===== src/rtl/clk_div_ctrl.sv =====
// Programmable divide-by-N controller: registered divided clock, terminal tick and a
// valid/ready divisor interface whose new values take effect only at period boundaries.
module clk_div_ctrl #(
    parameter int W           = 8,
    parameter int DEFAULT_DIV = 4
) (
    input  logic         clk,
    input  logic         reset_n,
    input  logic         en,
    input  logic         cfg_valid,
    input  logic [W-1:0] cfg_div,
    output logic         cfg_ready,
    output logic         cfg_err,
    output logic         div_clk_out,
    output logic         tick,
    output logic         busy
);

    typedef enum logic [0:0] {
        IDLE = 1'b0,
        RUN  = 1'b1
    } state_t;

    localparam logic [W-1:0] ZERO    = {W{1'b0}};
    localparam logic [W-1:0] ONE     = {{(W-1){1'b0}}, 1'b1};
    localparam logic [W-1:0] TWO     = {{(W-2){1'b0}}, 2'b10};
    localparam logic [W-1:0] DEF_DIV = W'(DEFAULT_DIV);

    state_t         state_r, state_s;
    logic [W-1:0]   cnt_r, cnt_s;
    logic [W-1:0]   n_act_r, n_act_s;
    logic [W-1:0]   pend_div_r, pend_div_s;
    logic           pend_vld_r, pend_vld_s;
    logic           div_clk_r, div_clk_s;
    logic           tick_r, tick_s;
    logic           busy_r, busy_s;
    logic           cfg_ready_r, cfg_ready_s;
    logic           cfg_err_r, cfg_err_s;
    logic           term_s;
    logic           xfer_s;
    logic           apply_s;

    // Terminal count decode and handshake transfer, from registered state only.
    always_comb begin
        term_s = (state_r == RUN) && (cnt_r == (n_act_r - ONE));
        xfer_s = cfg_valid && cfg_ready_r;
    end

    // Next-state, counter, divisor apply/capture and next output values.
    always_comb begin
        state_s    = state_r;
        cnt_s      = cnt_r;
        n_act_s    = n_act_r;
        pend_div_s = pend_div_r;
        pend_vld_s = pend_vld_r;
        apply_s    = 1'b0;

        case (state_r)
            IDLE: begin
                cnt_s   = ZERO;
                apply_s = pend_vld_r;
                if (en) begin
                    state_s = RUN;
                end else begin
                    state_s = IDLE;
                end
            end
            RUN: begin
                if (en) begin
                    state_s = RUN;
                    if (term_s) begin
                        cnt_s   = ZERO;
                        apply_s = pend_vld_r;
                    end else begin
                        cnt_s = cnt_r + ONE;
                    end
                end else begin
                    // Dropping en truncates the period; a pending divisor lands with IDLE entry.
                    state_s = IDLE;
                    cnt_s   = ZERO;
                    apply_s = pend_vld_r;
                end
            end
            default: begin
                state_s = IDLE;
                cnt_s   = ZERO;
            end
        endcase

        if (apply_s) begin
            n_act_s    = pend_div_r;
            pend_vld_s = 1'b0;
        end else begin
            n_act_s = n_act_r;
        end

        // Capture happens after apply so a same-edge transfer waits for the next boundary.
        if (xfer_s && (cfg_div >= TWO)) begin
            pend_div_s = cfg_div;
            pend_vld_s = 1'b1;
        end else begin
            pend_div_s = pend_div_s;
        end

        cfg_err_s   = xfer_s && (cfg_div < TWO);
        busy_s      = (state_s == RUN);
        div_clk_s   = busy_s && (cnt_s < (n_act_s >> 1));
        tick_s      = busy_s && (cnt_s == (n_act_s - ONE));
        cfg_ready_s = !pend_vld_s;
    end

    // State and output registers with asynchronous active-low reset.
    always_ff @(posedge clk or negedge reset_n) begin
        if (!reset_n) begin
            state_r     <= IDLE;
            cnt_r       <= ZERO;
            n_act_r     <= DEF_DIV;
            pend_div_r  <= ZERO;
            pend_vld_r  <= 1'b0;
            div_clk_r   <= 1'b0;
            tick_r      <= 1'b0;
            busy_r      <= 1'b0;
            cfg_ready_r <= 1'b1;
            cfg_err_r   <= 1'b0;
        end else begin
            state_r     <= state_s;
            cnt_r       <= cnt_s;
            n_act_r     <= n_act_s;
            pend_div_r  <= pend_div_s;
            pend_vld_r  <= pend_vld_s;
            div_clk_r   <= div_clk_s;
            tick_r      <= tick_s;
            busy_r      <= busy_s;
            cfg_ready_r <= cfg_ready_s;
            cfg_err_r   <= cfg_err_s;
        end
    end

    assign div_clk_out = div_clk_r;
    assign tick        = tick_r;
    assign busy        = busy_r;
    assign cfg_ready   = cfg_ready_r;
    assign cfg_err     = cfg_err_r;

endmodule


===== config.mk =====
export PLATFORM = sky130hd
export DESIGN_NAME = clk_div_ctrl
export DESIGN_NICKNAME = d
export VERILOG_FILES = /design/src/rtl/clk_div_ctrl.sv
export SDC_FILE = /design/constraint.sdc
export NUM_CORES = 1
export LEC_CHECK = 0
export BUFFER_PORTS_ARGS = -buffer_cell sky130_fd_sc_hd__buf_2
export CAP_MARGIN = 40
export CORE_MARGIN = 2
export CORE_UTILIZATION = 55
export CTS_CLUSTER_DIAMETER = 30
export DETAILED_ROUTE_END_ITERATION = 6
export PLACE_DENSITY = 0.74
export SLEW_MARGIN = 40
export SYNTH_ARGS = -nofsm -noshare
export SYNTH_HDL_FRONTEND = slang
export SYNTH_SLANG_ARGS = --single-unit

===== constraint.sdc =====
create_clock -name clk -period 5.9 [get_ports clk]
set_input_delay 0.59 -clock clk [delete_from_list [all_inputs] [get_ports clk]]
set_output_delay 0.59 -clock clk [all_outputs]
set_load 0.005 [all_outputs]

Word-level counts from Yosys, hierarchy flattened --
Cells that the tools add are included.
Word-level totals: output and inout bits 5, bits of input ports 12, bits in registers 30
Operators by class: equality and inequality tests 2, multiplexer cells 10, magnitude comparators 3, bitwise gates (word level) 1, reduce and logical (&&, ||, !) cells 7, $add $sub $neg 3
Operators by type and width (count):
- $mux W8 | 3
- $eq A8 B8 Y1 | 2
- $pmux W8 S2 | 1
- $sub A8 B1 Y8 const B | 2
- $add A8 B1 Y8 const B | 1
- $ge A8 B2 Y1 const B | 1
- $lt A8 B2 Y1 const B | 1
- $lt A8 B7 Y1 | 1
- $logic_and A1 B1 Y1 | 6
- $mux W1 | 5
- $pmux W1 S2 | 1
- $logic_not A1 Y1 | 1
- $not A1 Y1 | 1

Longest topological paths before layout --
word-level depth 10, gate-level depth with buffers 17

Worst setup path before layout --
OpenSTA, ideal clock, no wires.
path kind register to register, from reg n_act_r[2], to reg tick_r, in the netlist tick, arrival 3138 ps, library setup time 120 ps, setup slack 2642 ps, cell stages (with the launch flop) 16, period minus slack after synthesis 3258 ps, cell sequence dfstp_2 -> buf_6 -> or4_4 -> o21ai_1 -> nand3_2 -> a41o_1 -> buf_6 -> nand2_4 -> buf_6 -> mux2i_1 -> ha_1 -> o21ai_1 -> xor2_1 -> mux2i_1 -> o21ai_0 -> and3_1
On the way: longest elaborated chain between the ends 10, elaborated cells between the ends (all ways) 13, classes of those cells add/sub: 2; eq/ne: 2; mux: 7; reduce/logical: 2
RTL lines:
- start: declaration | line 31 | logic [W-1:0] n_act_r, n_act_s;
- start signal: assignment | line 128 | n_act_r <= n_act_s;
- $sub A8 B1 Y8 | line 45 | term_s = (state_r == RUN) && (cnt_r == (n_act_r - ONE));
- $eq A8 B8 Y1 | line 45
- $logic_and A1 B1 Y1 | line 45
- $mux W1 | line 71 | if (term_s) begin
- $mux W1 | line 69 | if (en) begin
- $pmux W1 S2 | line 58 | case (state_r)
- $mux W8 | line 90 | if (apply_s) begin
- $sub A8 B1 Y8 | line 108 | tick_s = busy_s && (cnt_s == (n_act_s - ONE));
- $eq A8 B8 Y1 (*) | line 108
- $logic_and A1 B1 Y1 (*) | line 108
- via tick_s | line 35 | logic tick_r, tick_s;
- end signal: assignment | line 132 | tick_r <= tick_s;
- end: declaration | line 35
Mark *: on every way through the listed nets, which the timed path passes. The rest lies on a longest branch. A chain may end at the register's enable or synchronous reset.

Worst setup path in the final report --
from reg n_act_r[0], to reg tick_r, in the netlist tick
The elaborated chain is that of the path after synthesis.

==> results by group <==
STA
  – Final worst slack: 2.24 ns
  – Fin crit share: 0.621
  – Final worst path period need: 3.66 ns
  – Slew of the pin with the lowest slew margin: 0.771 ns
  – Fmax: 273 MHz
  – Setup Skew: between 0.006 and 0.007 ns
  – Post-route setup TNS: 0 ns
  – Final Hold Slack: 0.272 ns
  – Final setup vio count: 0
  – Rel. slew slack: 0.486
  – Hold Fails Final Rpt: 0
  – Slew Viols, Final: 0
  – RSZ-0062 raised after global routing: false

Synthesis
  – Syn Nets: 211
  – Seq cells post-synth: 30
  – Post-Syn Area: 1950 um2
  – Largest area contributor in the netlist: dfrtp_1
  – Synth top area cells: dfrtp_1 (36%), xnor2_1 (7.2%), mux2i_1 (6.2%)
  – Post-synthesis sequential area ratio: 0.387
  – Syn_area_per_cell: 10.3 um2
  – Async S/R FF share, synth: 1.00
  – Number of synthesized flops with an enable pin: 0
  – Distinct cell type count after synthesis: 45
  – Most used standard cell by instance count after synthesis: dfrtp_1
  – Cells after Synth: 190
  – Share of the synthesized area in the top cell type: 0.360
  – Main synth FF type: dfrtp_1
  – Synth cell count leaders: dfrtp_1 (28), xnor2_1 (16), inv_1 (15)
  – Total number of yosys warnings: 0

Routing
  – WL per Instance: between 15 and 20 um
  – Drt total wl: roughly 4100 um
  – Via Count: between 1000 and 1500
  – Iter 0 DRT Violations: 108
  – Drt pass-1 iters: 4
  – DRC viols: 0
  – DR vias/cell: 5.85
  – Routed Antenna Nets: 0

Critical path
  – Critical Path RT: about 6 ns
  – Reg-to-reg endpoint: tick
  – FF-to-FF path depth: 14
  – Arr. time, crit path: 3.88 ns
  – Crit path from: n_act_r[0]
  – Startpoint Class: register
  – Worst R2R Setup Slack: 2.24 ns
  – Kind of critical path: reg2reg
  – CP endpoint: tick
  – Crit-path max FO: 15
  – Worst setup EP type: register
  – FF-to-FF Start: n_act_r[0]

Global routing
  – Met3 Use GR: 0.0339
  – Busiest layer in global routing: met2
  – Initial antenna violation count: 0
  – Total track usage: 0.236
  – Vias in the first global route: between 1500 and 2000
  – Grt met1 use: 0.297
  – First-pass GRT wire length: 7280 um
  – Largest net degree at the start of global routing: 31
  – GR Util met2: 0.397
  – Total gr overflow: 0

Final layout
  – Area Growth Syn to Fin: 7.39%
  – Layout cells sized above 1: 0.201
  – Fillcell total: roughly 300
  – Cell area after layout: 2090 um2
  – Register Area: 753 um2
  – Non-Filler Instances: 255
  – Fin nets: between 200 and 250
  – Multi-input logic area: 1100 um2
  – # diodes: 0

Die
  – Die width: 63.5 um
  – Die Y: 63.5 um
  – Initial Utilization: 0.579
  – I/O Pins: 17
  – Die footprint: 4030 um2
  – Area of the core: 3360 um2
  – Number of cell rows: 21

Place
  – Setup WS pre-CTS: 2.32 ns
  – Buffers on Ports: 16
  – Dpl cells: about 250
  – Hpwl dp: 3180 um
  – RePlAce Congestion: 0.895
  – Placed cell area: 2040 um2

Clock tree
  – # hold bufs at CTS: 0
  – Clock Sinks: 30
  – Num CTS Buffers: 5
  – TritonCTS clock tree: built
  – CTS H-tree depth: 2
  – Worst-Skew Late Latency: around 0.33 ns
  – Bufs on Longest Clock Path: 2
  – Clock root cell: clkbuf_4
  – # Post-CTS Setup Buffers: 0
  – # resized after CTS: 0
  – Clock slew seen by the registers of the worst setup and hold paths: 0.09 ns

Outcome
  – Status: complete, no violations

Job
  – MaxCap Viol Count: 0

Power and ir drop
  – Lkg Pwr: 0.986 nW
  – VDD IR-drop max: ~0.00018 V
  – PD cells: between 300 and 400 nW/um2

Worst hold path
  – Worst Hold Class: in2async
==> placed cells by master (no fill, tap or decap), types with 3 or more instances in the layout <==
master	n
clkbuf_1	3
and3_1	3
nand4_1	3
nor4_1	3
nor2_1	13
dfrtp_1	28
mux2_2	9
inv_1	15
a21oi_1	3
nor3_1	8
xnor2_1	16
ha_1	9
o21ai_1	3
nand3b_1	3
xor2_1	10
buf_2	16
nand3_1	6
mux2i_1	12
nand2_1	9
clkbuf_4	5
==> cell families after synthesis <==
kind of cell | synth area share
simple gates | 0.172
flops | 0.387
xor+xnor | 0.117
mux | 0.131
compound gates | 0.0848
buf+inv | 0.0507
fa+ha+maj | 0.0578
==> per-stage QoR <==
step | power [mW] | utilization
after floorplan | 0.522 | -
after global routing | 0.753 | 0.622
final | 0.695 | 0.622
after global placement | 0.573 | 0.608
after detailed placement | 0.581 | 0.608
after CTS | 0.695 | 0.622
==> final cells by class <==
class / instances / area share
well taps: 46 / 0.0275
repair buffers: 16 / 0.0383
flip-flops and latches: 30 / 0.360
inverters: 15 / 0.0269
clock buffers: 8 / 0.0233
multi-input cells: 140 / 0.524
==> layer usage <==
metal / wire length, um / part of all wire
met1: 1770 / 0.43
met2: 2040 / 0.49
met3: 212 / 0.051
met4: 127 / 0.031
met5: 0 / 0
==> flip-flops by register name, summed over array words and instances, names as in the netlist <==
signal	count
cnt_r	8
n_act_r	8
pend_div_r	8
busy	1
cfg_err	1
cfg_ready	1
div_clk_out	1
pend_vld_r	1
tick	1
==> where the power goes <==
| group | internal, mW | switching, mW |
|---|---|---|
| combinational | 0.134 | 0.148 |
| sequential | 0.244 | 0.0552 |
| clock | 0.0474 | 0.0661 |
==> worst max-delay path: stages (launching register included) <==
cell,delay [ns]
dfrtp_1,0.46
inv_1,0.07
ha_1,0.21
nor3b_2,0.17
xnor2_1,0.14
nor4_2,0.37
a41o_1,0.44
nand2_4,0.22
mux2i_1,0.32
ha_1,0.28
o21ai_1,0.12
xor2_1,0.23
mux2i_1,0.20
o21ai_0,0.10
and3_1,0.21
==> worst min path at each step <==
stage                  to  slack (ns)  cells past startpoint
3_3_place_gp      cfg_err        0.49                      2
5_1_grt        n_act_r[6]        0.33                      1
2_1_floorplan        busy        0.29                      0
4_1_cts          cnt_r[7]        0.30                      1
3_5_place_dp      cfg_err        0.50                      2
6_report       pend_vld_r        0.27                      1
No activity file was read; power rests on OpenSTA's default activity.
